$ cat src/rtl/debug_dump_pkg.sv
// Shared types and constants for the debug-port dump controller.
package debug_dump_pkg;

    typedef enum logic [3:0] {
        S_IDLE    = 4'd0,
        S_STEP_HI = 4'd1,
        S_STEP_LO = 4'd2,
        S_HDR     = 4'd3,
        S_SETTLE  = 4'd4,
        S_SAMPLE  = 4'd5,
        S_SEND    = 4'd6,
        S_CSUM    = 4'd7,
        S_FIN     = 4'd8
    } dump_state_t;

    localparam logic [7:0] HDR_BYTE     = 8'hA5;
    localparam int         TEST_SEL_BIT = 5;

    // Header + 4 bytes per word + checksum.
    function automatic int frame_len(input int num_regs, input int num_test);
        return 2 + 4 * (num_regs + num_test);
    endfunction

endpackage

$ cat src/rtl/debug_step_gen.sv
// Single-step pulse generator: STEP_CYC cycles high, then STEP_CYC cycles low.
module debug_step_gen #(
    parameter int STEP_CYC = 4
) (
    input  logic clk,
    input  logic rst,
    input  logic i_go,
    output logic o_step,
    output logic o_hi_last,
    output logic o_finished
);

    localparam int              CW       = (STEP_CYC > 1) ? $clog2(STEP_CYC) : 1;
    localparam logic [CW-1:0]   CNT_INIT = CW'(STEP_CYC - 1);
    localparam logic [1:0]      PH_IDLE  = 2'd0;
    localparam logic [1:0]      PH_HI    = 2'd1;
    localparam logic [1:0]      PH_LO    = 2'd2;

    logic [1:0]    r_phase;
    logic [CW-1:0] r_cnt;
    logic          r_step;

    always_ff @(posedge clk) begin
        if (!rst) begin
            r_phase <= PH_IDLE;
            r_cnt   <= '0;
            r_step  <= 1'b0;
        end else begin
            case (r_phase)
                PH_IDLE: begin
                    if (i_go) begin
                        r_phase <= PH_HI;
                        r_cnt   <= CNT_INIT;
                        r_step  <= 1'b1;
                    end
                end
                PH_HI: begin
                    if (r_cnt == '0) begin
                        r_phase <= PH_LO;
                        r_cnt   <= CNT_INIT;
                        r_step  <= 1'b0;
                    end else begin
                        r_cnt <= r_cnt - 1'b1;
                    end
                end
                PH_LO: begin
                    if (r_cnt == '0) r_phase <= PH_IDLE;
                    else             r_cnt   <= r_cnt - 1'b1;
                end
                default: r_phase <= PH_IDLE;
            endcase
        end
    end

    assign o_step     = r_step;
    assign o_hi_last  = (r_phase == PH_HI) && (r_cnt == '0);
    assign o_finished = (r_phase == PH_LO) && (r_cnt == '0);

endmodule

$ cat src/rtl/debug_dump_ctrl.sv
// Debug-port host: optional single step, then register/test-signal sweep
// packed into a framed byte stream (A5, data words MSB first, XOR checksum).
//
// state    | meaning
// IDLE     | waiting for start/step_req; core may free-run
// STEP_HI  | debug_step high phase
// STEP_LO  | debug_step low phase
// HDR      | presenting header byte
// SETTLE   | debug_addr applied, waiting read latency
// SAMPLE   | capturing debug_data
// SEND     | emitting 4 data bytes
// CSUM     | emitting checksum byte
// FIN      | done pulse, frame counted
module debug_dump_ctrl
    import debug_dump_pkg::*;
#(
    parameter int NUM_REGS = 32,
    parameter int NUM_TEST = 32,
    parameter int READ_LAT = 1,
    parameter int STEP_CYC = 4
) (
    input  logic        clk,
    input  logic        rst,
    input  logic        start,
    input  logic        step_req,
    input  logic        free_run,
    output logic        debug_en,
    output logic        debug_step,
    output logic [6:0]  debug_addr,
    input  logic [31:0] debug_data,
    output logic        tx_valid,
    output logic [7:0]  tx_data,
    input  logic        tx_ready,
    output logic        busy,
    output logic        done,
    output logic [15:0] frame_cnt
);

    localparam logic [6:0] LAST_IDX    = 7'(NUM_REGS + NUM_TEST - 1);
    localparam logic [6:0] REG_WORDS   = 7'(NUM_REGS);
    localparam logic [6:0] TEST_BASE   = 7'(1 << TEST_SEL_BIT);
    localparam logic [2:0] SETTLE_INIT = 3'(READ_LAT - 1);

    dump_state_t r_state;
    dump_state_t w_state_nxt;

    logic        r_debug_en;
    logic [6:0]  r_debug_addr;
    logic        r_tx_valid;
    logic [7:0]  r_tx_data;
    logic        r_done;
    logic [15:0] r_frame_cnt;
    logic [6:0]  r_idx;
    logic [1:0]  r_byte;
    logic [2:0]  r_settle;
    logic [31:0] r_shift;
    logic [7:0]  r_csum;

    logic        w_xfer;
    logic        w_step_go;
    logic        w_step_hi_last;
    logic        w_step_finished;
    logic [6:0]  w_idx_nxt;
    logic [6:0]  w_addr_nxt;

    assign w_xfer    = r_tx_valid & tx_ready;
    assign w_step_go = (r_state == S_IDLE) & step_req;
    assign w_idx_nxt = r_idx + 7'd1;
    // Register words sit below the test-select bit, test words above it.
    assign w_addr_nxt = (w_idx_nxt < REG_WORDS) ? w_idx_nxt
                                                : (TEST_BASE + w_idx_nxt - REG_WORDS);

    debug_step_gen #(
        .STEP_CYC (STEP_CYC)
    ) u_step_gen (
        .clk        (clk),
        .rst        (rst),
        .i_go       (w_step_go),
        .o_step     (debug_step),
        .o_hi_last  (w_step_hi_last),
        .o_finished (w_step_finished)
    );

    always_comb begin
        w_state_nxt = r_state;
        case (r_state)
            S_IDLE: begin
                if (step_req)   w_state_nxt = S_STEP_HI;
                else if (start) w_state_nxt = S_HDR;
            end
            S_STEP_HI: if (w_step_hi_last)  w_state_nxt = S_STEP_LO;
            S_STEP_LO: if (w_step_finished) w_state_nxt = S_HDR;
            S_HDR:     if (w_xfer)          w_state_nxt = S_SETTLE;
            S_SETTLE:  if (r_settle == '0)  w_state_nxt = S_SAMPLE;
            S_SAMPLE:  w_state_nxt = S_SEND;
            S_SEND: begin
                if (w_xfer && (r_byte == 2'd3))
                    w_state_nxt = (r_idx == LAST_IDX) ? S_CSUM : S_SETTLE;
            end
            S_CSUM:    if (w_xfer) w_state_nxt = S_FIN;
            S_FIN:     w_state_nxt = S_IDLE;
            default:   w_state_nxt = S_IDLE;
        endcase
    end

    always_ff @(posedge clk) begin
        if (!rst) begin
            r_state      <= S_IDLE;
            r_debug_en   <= 1'b1;
            r_debug_addr <= '0;
            r_tx_valid   <= 1'b0;
            r_tx_data    <= '0;
            r_done       <= 1'b0;
            r_frame_cnt  <= '0;
            r_idx        <= '0;
            r_byte       <= '0;
            r_settle     <= '0;
            r_shift      <= '0;
            r_csum       <= '0;
        end else begin
            r_state    <= w_state_nxt;
            // Uses the next state so the core is held from the first busy cycle.
            r_debug_en <= ~(free_run & (w_state_nxt == S_IDLE));
            r_done     <= 1'b0;
            case (r_state)
                S_IDLE, S_STEP_LO: begin
                    if (w_state_nxt == S_HDR) begin
                        r_tx_valid <= 1'b1;
                        r_tx_data  <= HDR_BYTE;
                        r_csum     <= '0;
                    end
                end
                S_HDR: begin
                    if (w_xfer) begin
                        r_tx_valid   <= 1'b0;
                        r_idx        <= '0;
                        r_debug_addr <= '0;
                        r_settle     <= SETTLE_INIT;
                    end
                end
                S_SETTLE: begin
                    if (r_settle != '0) r_settle <= r_settle - 3'd1;
                end
                S_SAMPLE: begin
                    r_tx_valid <= 1'b1;
                    r_tx_data  <= debug_data[31:24];
                    r_shift    <= {debug_data[23:0], 8'h00};
                    r_byte     <= '0;
                end
                S_SEND: begin
                    if (w_xfer) begin
                        r_csum <= r_csum ^ r_tx_data;
                        if (r_byte == 2'd3) begin
                            if (r_idx == LAST_IDX) begin
                                r_tx_data <= r_csum ^ r_tx_data;
                            end else begin
                                r_tx_valid   <= 1'b0;
                                r_idx        <= w_idx_nxt;
                                r_debug_addr <= w_addr_nxt;
                                r_settle     <= SETTLE_INIT;
                            end
                        end else begin
                            r_byte    <= r_byte + 2'd1;
                            r_tx_data <= r_shift[31:24];
                            r_shift   <= {r_shift[23:0], 8'h00};
                        end
                    end
                end
                S_CSUM: begin
                    if (w_xfer) begin
                        r_tx_valid  <= 1'b0;
                        r_done      <= 1'b1;
                        r_frame_cnt <= r_frame_cnt + 16'd1;
                    end
                end
                default: ;
            endcase
        end
    end

    assign debug_en   = r_debug_en;
    assign debug_addr = r_debug_addr;
    assign tx_valid   = r_tx_valid;
    assign tx_data    = r_tx_data;
    assign busy       = (r_state != S_IDLE);
    assign done       = r_done;
    assign frame_cnt  = r_frame_cnt;

endmodule

$ cat config.mk
export PLATFORM = sky130hd
export DESIGN_NAME = debug_dump_ctrl
export DESIGN_NICKNAME = d
export VERILOG_FILES = /design/src/rtl/debug_dump_pkg.sv /design/src/rtl/debug_step_gen.sv /design/src/rtl/debug_dump_ctrl.sv
export SDC_FILE = /design/constraint.sdc
export NUM_CORES = 1
export LEC_CHECK = 0
export BUFFER_PORTS_ARGS = -buffer_cell sky130_fd_sc_hd__buf_2
export CAP_MARGIN = 20
export CELL_PAD_IN_SITES_DETAIL_PLACEMENT = 1
export CELL_PAD_IN_SITES_GLOBAL_PLACEMENT = 1
export CORE_MARGIN = 3
export CORE_UTILIZATION = 41
export DETAILED_ROUTE_END_ITERATION = 8
export GPL_TIMING_DRIVEN = 0
export PLACE_DENSITY = 0.85
export SLEW_MARGIN = 20
export SYNTH_ARGS = -nofsm -noshare
export SYNTH_HDL_FRONTEND = slang
export SYNTH_HIERARCHICAL = 1
export SYNTH_SLANG_ARGS = --single-unit
$ cat constraint.sdc
create_clock -name clk -period 3.1 [get_ports clk]
set_input_delay 0.155 -clock clk [delete_from_list [all_inputs] [get_ports clk]]
set_output_delay 0.155 -clock clk [all_outputs]
set_load 0.005 [all_outputs]
==> flow_summary_export.csv <==
group,metric,value,unit
final_layout,nNetsFinal,616,
synth,async_flop_share,0,%
setup_path,end_kind,"register",
final_layout,drive_above_1_share,18.9,%
timing,drv_slew,0,
synth,syn_area_per_cell,8.35,um^2
timing,tightest_slew,0.796,ns
clocking,ctsHoldBuffers,0,
clocking,cts_buffers,9,
synth,synth_edf_count,0,
final_layout,final_common_cell,"dfxtp_1",
routing,routed_via_density,5.57,
setup_path,crit_start,"u_step_gen/r_phase[1]$_SDFFE_PN0P_",
placement,port_buffers,73,
setup_path,rr_endpoint,"tx_data[6]$_SDFFE_PN0P_",
setup_path,crit_end,"tx_data[6]$_SDFFE_PN0P_",
timing,timing.fmax,352,MHz
global_route,grt_overflow_total,0,
power_and_ir_drop,power.density,595,nW/um^2
die,die_h,105,um
global_route,antenna_found_initial,0,
setup_path,worstPathArrival,3.13,ns
clocking,worstSkewPairLatency,0.37,ns
placement,place_ws,0.303,ns
timing,tns,0,ns
power_and_ir_drop,p_leak,0.00183,uW
setup_path,critical_path.max_fanout,10,
setup_path,rr_worst_depth,10,
clocking,cts_max_level,3,
die,fp.dieW,105,um
setup_path,crit_type,"reg2reg",
placement,gp_congestion,0.846,
final_layout,final_cell_mix,"80 x dfxtp_1, 77 x buf_2, 64 x nor2_1",
synth,ys.warnings.count,6,
timing,grt_setup_unrepaired,"false",
final_layout,fillers,1193,
synth,yosysUniqueCellTypes,59,
global_route,grt_pass1_wl,19.5,mm
setup_path,timing.rr.start,"u_step_gen/r_phase[1]$_SDFFE_PN0P_",
setup_path,r2r_setup_slack,0.26,ns
global_route,grt_use_total,21.4,%
synth,ys_ff_latch,80,
final_layout,multi_input_area,2250,um^2
final_layout,syn2layout_area_growth,18.3,%
setup_path,cp-start-kind,"register",
die,die_area,11000,um^2
routing,drt-total-wl,11.6,mm
clocking,cts_setup_buffers,0,
power_and_ir_drop,ir_drop,0.208,mV
routing,firstDrtPassIters,4,
synth,synth_cells,481,
routing,vias,3892,
final_layout,final_util,50.7,%
clocking,path_clk_slew,0.09,ns
final_layout,seq_area,1600,um^2
clocking,cts_root_buf,"clkbuf_8",
outcome,status,"finished, final reports clean",
worst_hold_path,whs_path_depth,3,
worst_hold_path,hp-class,"in2reg",
routing,antenna_left,0,
synth,yosysSeqAreaShare,39.9,%
clocking,cts_resized,0,
synth,syn-num-nets,532,
placement,place_hpwl,8.67,mm
global_route,first_global_vias,3963,
routing,wire_per_inst,16.6,um
clocking,cts_tree,"built",
timing,hold_viol_final,0,
die,start_util,42.9,%
die,core_area,9370,um^2
final_layout,num_antenna_cells,0,
timing,slew_headroom,46.7,%
die,ioPinCount,74,
setup_path,crit_required,3.39,ns
timing,finalCriticalPeriod,2.84,ns
timing,postLayoutSetupSlackWorst,0.256,ns
clocking,clock_sink_count,80,
die,rows,35,
timing,finalSetupViolCount,0,
clocking,clock_path_buffers,2,
timing,final.period_utilization,91.7,%
synth,ys.flop_type,"dfxtp_1",
routing,drtIter0Drc,96,
timing,skew,0.0100,ns
global_route,grt_max_degree,17,
synth,netlist_area,4020,um^2
job,maxCapViolations,0,
routing,drc,0,
worst min-delay path by stage:
stage / start / slack (ns) / end
3_3_place_gp: debug_data[1] / 0.41 / r_shift[9]$_SDFFE_PN0P_
3_5_place_dp: debug_data[4] / 0.42 / r_shift[12]$_SDFFE_PN0P_
5_1_grt: debug_data[7] / 0.03 / r_shift[15]$_SDFFE_PN0P_
2_1_floorplan: rst / 0.27 / u_step_gen/r_phase[1]$_SDFFE_PN0P_
6_report: debug_data[4] / 0.03 / r_shift[12]$_SDFFE_PN0P_
4_1_cts: debug_data[1] / 0.02 / r_shift[9]$_SDFFE_PN0P_
synthesized netlist by cell type, drive strengths merged (4+ instances only):
cell     n  area, um^2
xor2    14         123
clkbuf  23        86.3
nand3   13        65.1
ha      13         163
nand2   55         206
dfxtp   80        1600
or3     10        62.6
mux2i    7        70.1
and2     4        28.8
o21a     6        45.0
nor4     4        31.3
inv     12        45.0
a22oi    8        60.1
buf      6        35.0
a311oi  28         251
nor3    10        60.1
nor2    64         240
nand2b   7        43.8
o21ai   21         105
a211oi   7        52.6
a21oi   36         188
nand4   11        68.8
xnor2   10        87.6
critical path, cell delays in order, from the launching register on:
cell and delay, ns:
dfxtp_1 0.40, inv_1 0.11, ha_1 0.26, and2_2 0.21
or3b_1 0.34, a211oi_1 0.28, nor4_2 0.14, o31ai_4 0.49
buf_6 0.22, a21oi_2 0.06, a311oi_2 0.25
kinds of logic (layout without fill, tap and decap cells):
group | Yosys count | in the layout | share of synthesized area [%]
AO/OA/AOI/OAI | 126 | 126 | 22.1
XOR/XNOR | 24 | 24 | 5.23
adder cells (fa/ha/maj) | 13 | 13 | 4.05
buffers and inverters | 41 | 130 | 4.14
flip-flops | 80 | 80 | 39.9
multiplexers | 9 | 9 | 2.31
AND/OR/NAND/NOR | 188 | 188 | 22.3
report_power, final:
| part | switching [uW] | internal, uW |
|---|---|---|
| Clock | 435 | 389 |
| Sequential | 93.5 | 1110 |
| Combinational | 460 | 334 |
final cells by class:
type / instances / share of cell area, %
Multi-Input combinational cell: 360 / 47.3
Sequential cell: 80 / 33.7
Timing Repair Buffer: 73 / 7.69
Tap cell: 129 / 3.40
Clock buffer: 9 / 2.61
Buffer: 29 / 2.55
Clock inverter: 7 / 1.79
Inverter: 12 / 0.948
stage by stage:
stage / power [uW] / area [um^2] / hold slack, ns / std cells
after floorplan: 1760 / 4020 / 0.272 / 481
after global placement: 1970 / 4540 / 0.406 / 683
after detailed placement: 2010 / 4540 / 0.416 / 683
after CTS: 2840 / 4750 / 0.0167 / 699
after global routing: 2990 / 4750 / 0.0279 / 699
final: 2830 / 4750 / 0.0307 / 699
flip-flops by register name (all words and copies together), names as in the netlist, 2 cells and up:
name                flops
r_shift                24
frame_cnt              16
r_csum                  8
tx_data                 8
debug_addr              6
r_state                 4
r_settle                3
r_byte                  2
u_step_gen/r_cnt        2
u_step_gen/r_phase      2
per-layer routing:
layer | share of wire, % | wire length, um | vias to the layer above | global-route usage (%)
met2 | 51 | 5900 | 63 | 37.4
met4 | 1.5 | 174 | 0 | 5.72
met3 | 4.2 | 488 | 15 | 5.19
li1 | - | - | 1901 | -
met1 | 44 | 5060 | 1913 | 26.3
met5 | 0 | 0 | - | 0
Power figures use the tool's default switching activity.
